File: config.mk
export PLATFORM = sky130hd
export DESIGN_NAME = uart_tx_sched
export DESIGN_NICKNAME = d
export VERILOG_FILES = /design/src/rtl/uart_sched_pkg.sv /design/src/rtl/rr_arbiter.sv /design/src/rtl/uart_tx_sched.sv
export SDC_FILE = /design/constraint.sdc
export NUM_CORES = 1
export LEC_CHECK = 0
export BUFFER_PORTS_ARGS = -buffer_cell sky130_fd_sc_hd__buf_2
export CAP_MARGIN = 20
export CORE_MARGIN = 1.5
export CORE_UTILIZATION = 47
export DETAILED_ROUTE_END_ITERATION = 12
export PLACE_DENSITY = 0.74
export REMOVE_ABC_BUFFERS = 1
export SETUP_SLACK_MARGIN = 0.15
export SYNTH_ARGS = -nofsm -noshare
export SYNTH_HDL_FRONTEND = slang
export SYNTH_SLANG_ARGS = --single-unit
File: constraint.sdc
create_clock -name clk -period 2.17 [get_ports clk]
set_input_delay 0.217 -clock clk [delete_from_list [all_inputs] [get_ports clk]]
set_output_delay 0.217 -clock clk [all_outputs]
set_load 0.005 [all_outputs]
File: src/rtl/uart_sched_pkg.sv
// rtl/uart_sched_pkg.sv - shared types and constants for the UART transmit scheduler
//
// Purpose : FSM state encoding and constants used by uart_tx_sched.
// Contents: state_t  - scheduler states S_IDLE..S_WAIT_DONE
//           TAG_HI   - upper nibble of the optional tag byte
//           TMO_W    - width of the strobe/timeout counters
package uart_sched_pkg;

  typedef enum logic [2:0] {
    S_IDLE,
    S_LOAD,
    S_STROBE,
    S_WAIT_BUSY,
    S_WAIT_DONE
  } state_t;

  localparam logic [3:0] TAG_HI = 4'hA;
  localparam int         TMO_W  = 8;

endpackage

File: src/rtl/rr_arbiter.sv
// rtl/rr_arbiter.sv - combinational round-robin picker
//
// Purpose : selects the first asserted request at or after the pointer,
//           wrapping from NREQ-1 back to 0.
// Ports   : req        in  NREQ  request vector
//           ptr        in  IDW   round-robin start index
//           gnt_valid  out 1     at least one request asserted
//           gnt_id     out IDW   index of the selected request
module rr_arbiter #(
  parameter int NREQ = 4,
  parameter int IDW  = 2
) (
  input  logic [NREQ-1:0] req,
  input  logic [IDW-1:0]  ptr,
  output logic            gnt_valid,
  output logic [IDW-1:0]  gnt_id
);

  localparam logic [IDW:0] NREQ_X = (IDW+1)'(NREQ);

  logic [IDW:0] idx;

  // Scan from the furthest offset down to offset 0 so the candidate
  // closest to the pointer is the one left standing.
  always_comb begin
    gnt_valid = 1'b0;
    gnt_id    = '0;
    idx       = '0;
    for (int i = NREQ - 1; i >= 0; i--) begin
      idx = {1'b0, ptr} + (IDW+1)'(i);
      if (idx >= NREQ_X) begin
        idx = idx - NREQ_X;
      end
      if (req[idx[IDW-1:0]]) begin
        gnt_valid = 1'b1;
        gnt_id    = idx[IDW-1:0];
      end
    end
  end

endmodule

File: src/rtl/uart_tx_sched.sv
// rtl/uart_tx_sched.sv - round-robin scheduler in front of a single UART byte transmitter
//
// Purpose : accepts one byte at a time from NREQ sources, presents it on tx_datain,
//           strobes tx_wrsig and sequences each frame on the transmitter's idle flag
//           (tx_idle = 1 while a frame is on the line).
// Ports   : clk, reset (sync, active-high)
//           req_valid/req_data/req_ready - per-source byte handshake, ready is a 1-cycle pulse
//           tx_datain/tx_wrsig/tx_idle   - transmitter interface
//           grant_id, busy, err_tmo      - status; err_tmo is sticky until reset
// Config  : UART_SCHED_TAG_EN - when defined, every grant sends a tag byte
//           {TAG_HI, 1'b0, id[2:0]} ahead of the data byte.
module uart_tx_sched
  import uart_sched_pkg::*;
#(
  parameter int NREQ    = 4,
  parameter int IDW     = 2,
  parameter int WR_HOLD = 3,
  parameter int TMO     = 255
) (
  input  logic              clk,
  input  logic              reset,
  input  logic [NREQ-1:0]   req_valid,
  input  logic [8*NREQ-1:0] req_data,
  output logic [NREQ-1:0]   req_ready,
  output logic [7:0]        tx_datain,
  output logic              tx_wrsig,
  input  logic              tx_idle,
  output logic [IDW-1:0]    grant_id,
  output logic              busy,
  output logic              err_tmo
);

  localparam logic [TMO_W-1:0] HOLD_LAST = TMO_W'(WR_HOLD - 1);
  localparam logic [TMO_W-1:0] TMO_LAST  = TMO_W'(TMO - 1);
  localparam logic [IDW-1:0]   ID_LAST   = IDW'(NREQ - 1);

  state_t           state;
  logic [IDW-1:0]   rr_ptr;
  logic [TMO_W-1:0] hold_cnt;
  logic [TMO_W-1:0] tmo_cnt;

  logic             arb_valid;
  logic [IDW-1:0]   arb_id;
  logic [7:0]       arb_data;

`ifdef UART_SCHED_TAG_EN
  logic [7:0]       data_q;
  logic             data_phase;  // 0: tag frame on the line, 1: data frame
`endif

  rr_arbiter #(
    .NREQ (NREQ),
    .IDW  (IDW)
  ) u_arb (
    .req       (req_valid),
    .ptr       (rr_ptr),
    .gnt_valid (arb_valid),
    .gnt_id    (arb_id)
  );

  assign arb_data = req_data[{arb_id, 3'b000} +: 8];
  assign busy     = (state != S_IDLE);

  always_ff @(posedge clk) begin
    if (reset) begin
      state     <= S_IDLE;
      rr_ptr    <= '0;
      hold_cnt  <= '0;
      tmo_cnt   <= '0;
      req_ready <= '0;
      tx_datain <= 8'h00;
      tx_wrsig  <= 1'b0;
      grant_id  <= '0;
      err_tmo   <= 1'b0;
`ifdef UART_SCHED_TAG_EN
      data_q     <= 8'h00;
      data_phase <= 1'b0;
`endif
    end else begin
      req_ready <= '0;
      case (state)
        S_IDLE: begin
          // A frame may still be running (e.g. across a reset): never
          // strobe until the line is seen free.
          if (arb_valid && !tx_idle) begin
            grant_id          <= arb_id;
            req_ready[arb_id] <= 1'b1;
`ifdef UART_SCHED_TAG_EN
            tx_datain  <= {TAG_HI, 1'b0, 3'(arb_id)};
            data_q     <= arb_data;
            data_phase <= 1'b0;
`else
            tx_datain  <= arb_data;
`endif
            state <= S_LOAD;
          end
        end

        // wrsig is low during this cycle, so the transmitter sees a clean
        // rising edge when it goes high on the way into S_STROBE.
        S_LOAD: begin
          tx_wrsig <= 1'b1;
          hold_cnt <= '0;
          tmo_cnt  <= '0;
          state    <= S_STROBE;
        end

        S_STROBE: begin
          tmo_cnt <= tmo_cnt + 1'b1;
          if (hold_cnt == HOLD_LAST) begin
            tx_wrsig <= 1'b0;
            state    <= S_WAIT_BUSY;
          end else begin
            hold_cnt <= hold_cnt + 1'b1;
          end
        end

        // tmo_cnt keeps counting from the first strobe cycle.
        S_WAIT_BUSY: begin
          if (tx_idle) begin
            state <= S_WAIT_DONE;
          end else if (tmo_cnt >= TMO_LAST) begin
            err_tmo <= 1'b1;
            state   <= S_IDLE;
          end else begin
            tmo_cnt <= tmo_cnt + 1'b1;
          end
        end

        S_WAIT_DONE: begin
          if (!tx_idle) begin
`ifdef UART_SCHED_TAG_EN
            if (!data_phase) begin
              data_phase <= 1'b1;
              tx_datain  <= data_q;
              state      <= S_LOAD;
            end else begin
              rr_ptr <= (grant_id == ID_LAST) ? '0 : grant_id + 1'b1;
              state  <= S_IDLE;
            end
`else
            rr_ptr <= (grant_id == ID_LAST) ? '0 : grant_id + 1'b1;
            state  <= S_IDLE;
`endif
          end
        end

        default: state <= S_IDLE;
      endcase
    end
  end

endmodule

==> results of run 1 <==
## power groups by stage
stage / logic (mW) / clock network, mW / registers, mW
detailed placement: 0.580 / 0 / 0.883
CTS: 0.583 / 0.724 / 0.869
global placement: 0.576 / 0 / 0.880
finish: 0.578 / 0.702 / 0.872
global route: 0.653 / 0.752 / 0.889
floorplan: 0.396 / 0 / 0.870
## routing by layer
metal / track usage / vias to the layer above / wire [µm]
met1: 0.2649 / 775 / 1899
li1: - / 890 / -
met5: 0 / - / 0
met4: 0.08418 / 0 / 72
met2: 0.2963 / 28 / 1827
met3: 0.05111 / 5 / 141
## through the flow
stage / utilization / setup slack (ns) / cells / instance area (µm²)
2_1_floorplan: - / 0.3879 / 213 / 1853
3_3_place_gp: 0.5843 / 0.3136 / 318 / 2203
3_5_place_dp: 0.5843 / 0.2632 / 318 / 2203
4_1_cts: 0.6198 / 0.2288 / 326 / 2337
5_1_grt: 0.6218 / 0.1052 / 326 / 2345
6_report: 0.6218 / 0.2725 / 326 / 2345
## worst paths after layout
kind	slack [ns]	from	end	depth (start not counted)
max	0.27	state[1]	tmo_cnt[1]	5
min	0.23	tx_idle	state[2]	2
max reg2reg	0.27	state[1]	tmo_cnt[1]	5
min reg2reg	0.46	tx_datain[4]	tx_datain[4]	2
## Yosys cell counts, drive strengths merged (5+ instances only)
| cell | n | area share |
|---|---|---|
| a21oi | 16 | 0.042 |
| clkbuf | 5 | 0.0099 |
| dfxtp | 37 | 0.39 |
| ha | 5 | 0.033 |
| inv | 9 | 0.018 |
| mux2i | 18 | 0.095 |
| nand2 | 21 | 0.042 |
| nand3 | 7 | 0.019 |
| nor2 | 32 | 0.063 |
| o221ai | 8 | 0.037 |
| xnor2 | 8 | 0.037 |
| xor2 | 6 | 0.028 |
## sequential cells by signal, indices dropped and copies added (netlist names)
| signal | flops |
|---|---|
| rr_ptr | 2 |
| err_tmo | 1 |
| state | 3 |
| tx_wrsig | 1 |
| grant_id | 2 |
| tx_datain | 8 |
| hold_cnt | 8 |
| req_ready | 4 |
| tmo_cnt | 8 |
## kinds of logic after synthesis
kind of cell	after synthesis
simple gates	88
compound gates	42
flops	37
buf+inv	18
mux	18
xor+xnor	14
fa+ha+maj	5
## area by class of cell
cell class                      count  area [µm²]  area share
Clock buffer                        5       68.82     0.02935
Clock inverter                      3       65.06     0.02775
Inverter                            9       33.78     0.01441
Multi-Input combinational cell    167        1085      0.4626
Sequential cell                    37       742.0      0.3164
Tap cell                           48       60.06     0.02561
Timing Repair Buffer               57       290.3      0.1238
## layout by cell type, fill, tap and decap left out, types with 2 or more instances in the layout
cell type  Yosys  routed
nand4_1        3       3
o22ai_1        2       2
nor2b_1        2       2
or3_1          2       2
xor2_1         6       6
buf_2          4      55
nand3_1        7       7
ha_1           5       5
a21o_1         2       2
nand2_1       21      21
bufinv_16      0       2
nor3_1         2       2
inv_1          9       9
mux2i_1       18      18
nand2b_1       4       4
dfxtp_1       37      36
a21oi_1       16      16
a211oi_1       4       4
nor3b_1        2       2
xnor2_1        8       8
buf_4          0       2
nor2_1        32      32
nor4b_1        3       2
o21ai_0        3       2
clkbuf_8       0       5
o221ai_1       8       8
or4_1          2       2
## timing repair
item | CTS | global route
gates resized for setup | 0 | 3
endpoints found under the hold margin | 0 | 0
buffers inserted | 0 | 0
setup endpoints to repair | 0 | 14
==> impl_metrics.tcl, run 1 <==
set metrics [dict create \
    synth_area_um2 1892 \
    fin_crit_sh 0.8744 \
    slew_headroom 0.5688 \
    pwr-share-seq 0.405 \
    syn_inst 222 \
    yosysSeqAreaShare 0.3915 \
    overflow 0 \
    ant_nets 0 \
    grt_pass1_wl_um 6672 \
    power.density_nw_per_um2 917.6 \
    io_buffers 55 \
    routed_wl_um 3941 \
    synth_cell_type_count 40 \
    drt_pass1_iterations 4 \
    async_flop_share 0 \
    cts_buffer_depth 2 \
    combPwrFrac 0.269 \
    holdWs_ns 0.2346 \
    diodes 0 \
    fp.dieH_um 66.45 \
    clock_latency_ns 0.29 \
    synth_seq_cells 37 \
    critPathBufInv 0 \
    synth_edf_count 0 \
    drc 0 \
    ir_drop_mv 0.5614 \
    fin_skew_ns 0.01301 \
    cpMaxStageDelayCell "dfxtp_1" \
    area_growth_pct 23.94 \
    grt_antenna_before_repair 0 \
    row_count 22 \
    die-area_um2 4415 \
    fin_setup_tns_ns 0 \
    intPower_mw 1.488 \
    cap_violations 0 \
    drv_slew 0 \
    hold_class "input pin to flip-flop" \
    numCtsBuffers 5 \
    fill_cells 334 \
    crit_arrival_ns 2.12 \
    io_pins 56 \
    cp_cell_sequence "xnor2_1 > or2_0 > and2_4 > or4_1 > a21oi_1" \
    viasPerCell 5.209 \
    vias 1698 \
    critPathLaunchType "flip-flop" \
    hold_viol 0 \
    end_kind "flip-flop" \
    initialDrtViolationCount 97 \
    layout-drive-gt1-share 0.2554 \
    cts_max_level 2 \
    route.detailed.wl_per_inst_um 12.09 \
    clockRootBuffer "clkbuf_8" \
    grt_max_degree 21 \
    synth_flop_cell "dfxtp_1" \
    initial_utilization 0.5017 \
    synthMuxAreaShare 0.09524 \
    path_delay_family "simple AND/OR/NAND/NOR gates" \
    cts_tree "built" \
    clockPowerShare 0.326 \
    core_um2 3771 \
    p_switching_mw 0.6639 \
    required_ns 2.39 \
    max_slew.worst_pin.slew_ns 0.6378 \
    cts_sinks 37 \
    nets 321 \
    grt_setup_unrepaired "true" \
    fmax_mhz 527.0 \
    synth_top_family_by_area "simple AND/OR/NAND/NOR gates" \
    p_leak_nw 0.9867 \
    die_w_um 66.45 \
    setup_violations 0 \
    globalRouteTotalUtil 0.1971 \
    gp_congestion 0.7812 \
    crit_type "flip-flop to flip-flop" \
    hpwl_um 2994 \
    swShare 0.3086 \
    synthSimpleGateAreaFrac 0.2275 \
    worst_path_largest_cell_delay_ns 0.56 \
    synth_xor_area_frac 0.06481 \
    grt_pass1_vias 1505 \
    syn_area_per_cell_um2 8.522 \
    synth_fa_ha_area_frac 0.03307 \
    cp_max_fo 13 \
    period_minus_slack_ns 1.897 \
    ctsHoldBuffers 0 \
    cts.reportedPaths.clkPinSlew_ns 0.08 \
    total_power_mw 2.152 \
    ys_warn_count 0 \
    status "completed" \
    synth_compound_area_frac 0.1495 \
]
(Power assumes the default switching activity.)
==> run 2: changes to the inputs <==
--- a/config.mk
+++ b/config.mk
@@ -12,7 +12,7 @@
 export DETAILED_ROUTE_END_ITERATION = 12
 export PLACE_DENSITY = 0.74
 export REMOVE_ABC_BUFFERS = 1
-export SETUP_SLACK_MARGIN = 0.15
+export SETUP_SLACK_MARGIN = 0.3
 export SYNTH_ARGS = -nofsm -noshare
 export SYNTH_HDL_FRONTEND = slang
 export SYNTH_SLANG_ARGS = --single-unit
==> run 2 against run 1 <==
Against the previous run: clock power about the same; clock skew down 0.00075 ns; setup slack better by 0.15 ns; register-to-register slack better by 0.15 ns; critical endpoint unchanged; largest cell class unchanged; combinational power up 0.9%.
==> impl_metrics.tcl, run 2 (synthesized netlist as in run 1, its figures left out) <==
set metrics [dict create \
    fmax_mhz 573.2 \
    die-area_um2 4415 \
    cts_sinks 37 \
    row_count 22 \
    critPathLaunchType "flip-flop" \
    crit_type "flip-flop to flip-flop" \
    post_cts_buffers 0 \
    cts_buffer_depth 2 \
    intPower_mw 1.500 \
    holdWs_ns 0.2393 \
    combPwrFrac 0.269 \
    cp_max_fo 8 \
    setup_violations 0 \
    drv_slew 0 \
    crit_arrival_ns 1.97 \
    globalRouteTotalUtil 0.1971 \
    fp.dieH_um 66.45 \
    max_slew.worst_pin.slew_ns 0.6385 \
    cap_violations 0 \
    period_minus_slack_ns 1.745 \
    route.detailed.wl_per_inst_um 12.11 \
    initialDrtViolationCount 126 \
    ir_drop_mv 0.5623 \
    fill_cells 329 \
    reg2reg_slack_ns 0.43 \
    hold_class "input pin to flip-flop" \
    numCtsBuffers 5 \
    multiInputGateArea_um2 1104 \
    swShare 0.3080 \
    nets 321 \
    ant_nets 0 \
    final_cell_mix "buf_2 (55), dfxtp_1 (35), nor2_1 (32)" \
    cts.reportedPaths.clkPinSlew_ns 0.08 \
    gp_congestion 0.7812 \
    grt_antenna_before_repair 0 \
    initial_utilization 0.5017 \
    hpwl_um 2994 \
    viasPerCell 5.221 \
    die_w_um 66.45 \
    cts_tree "built" \
    dpl_cell_area_um2 2203 \
    cts_max_level 2 \
    hold_viol 0 \
    stdcell_area_um2 2367 \
    top_regs "hold_cnt (8), tmo_cnt (8), tx_datain (8)" \
    area_growth_pct 25.13 \
    end_kind "flip-flop" \
    clockPowerShare 0.324 \
    p_switching_mw 0.6673 \
    grt_setup_unrepaired "false" \
    vias 1702 \
    grt_pass1_vias 1505 \
    fin_setup_tns_ns 0 \
    fin_crit_sh 0.8039 \
    fin_skew_ns 0.01226 \
    status "completed" \
    drt_pass1_iterations 4 \
    overflow 0 \
    slew_headroom 0.5684 \
    p_leak_nw 0.9905 \
    core_um2 3771 \
    layout_commonest_cell "buf_2" \
    grt_pass1_wl_um 6672 \
    ctsHoldBuffers 0 \
    layout-drive-gt1-share 0.2662 \
    grt_max_degree 21 \
    required_ns 2.39 \
    pwr-share-seq 0.407 \
    routed_wl_um 3949 \
    io_pins 56 \
    clockRootBuffer "clkbuf_8" \
    io_buffers 55 \
    seqCellArea_um2 745.7 \
    drc 0 \
    clock_latency_ns 0.29 \
    power.density_nw_per_um2 915.3 \
    diodes 0 \
]
-- run 2: power by group through the flow --
stage | clock [mW] | combinational, mW | sequential, mW
2_1_floorplan | 0 | 0.396 | 0.870
3_3_place_gp | 0 | 0.576 | 0.880
3_5_place_dp | 0 | 0.580 | 0.883
4_1_cts | 0.724 | 0.583 | 0.874
5_1_grt | 0.752 | 0.660 | 0.898
6_report | 0.703 | 0.583 | 0.881
-- run 2: final cells by class --
class                           count  area share
Multi-Input combinational cell    167      0.4662
Clock inverter                      3     0.02748
Clock buffer                        5     0.02907
Timing Repair Buffer               57      0.1226
Sequential cell                    37      0.3150
Tap cell                           48     0.02537
Inverter                            9     0.01427
-- run 2: stage by stage --
| step | worst slack (ns) | total power, mW | cells | util |
|---|---|---|---|---|
| 2_1_floorplan | 0.3879 | 1.266 | 213 | - |
| 3_3_place_gp | 0.3136 | 1.457 | 318 | 0.5843 |
| 3_5_place_dp | 0.2632 | 1.463 | 318 | 0.5843 |
| 4_1_cts | 0.3608 | 2.181 | 326 | 0.6204 |
| 5_1_grt | 0.3053 | 2.310 | 326 | 0.6277 |
| 6_report | 0.4255 | 2.167 | 326 | 0.6277 |
-- run 2: what timing repair did --
item,4_1_cts,5_1_grt
setup endpoints to repair,1,20
resized for setup,3,6
pin swaps,0,0
-- run 2: final timing paths --
kind	from	end	cells after the start
max	tmo_cnt[0]	tmo_cnt[1]	7
min	req_data[10]	tx_datain[2]	3
max reg2reg	tmo_cnt[0]	tmo_cnt[1]	7
min reg2reg	tx_datain[4]	tx_datain[4]	2
-- run 2: layer usage --
metal / GRT usage / wire (µm) / part of all wire / vias up
met5: 0 / 0 / 0 / -
met4: 0.08418 / 72 / 0.018 / 0
met3: 0.05111 / 163 / 0.041 / 5
met2: 0.2963 / 1826 / 0.46 / 39
met1: 0.2649 / 1886 / 0.48 / 768
li1: - / - / - / 890
-- run 2: critical path, stage by stage, from the launching register on --
cell,delay [ns]
dfxtp_1,0.38
inv_1,0.08
ha_1,0.21
o21ai_2,0.18
o31ai_4,0.11
and2_4,0.17
or4_1,0.40
a21oi_1,0.16
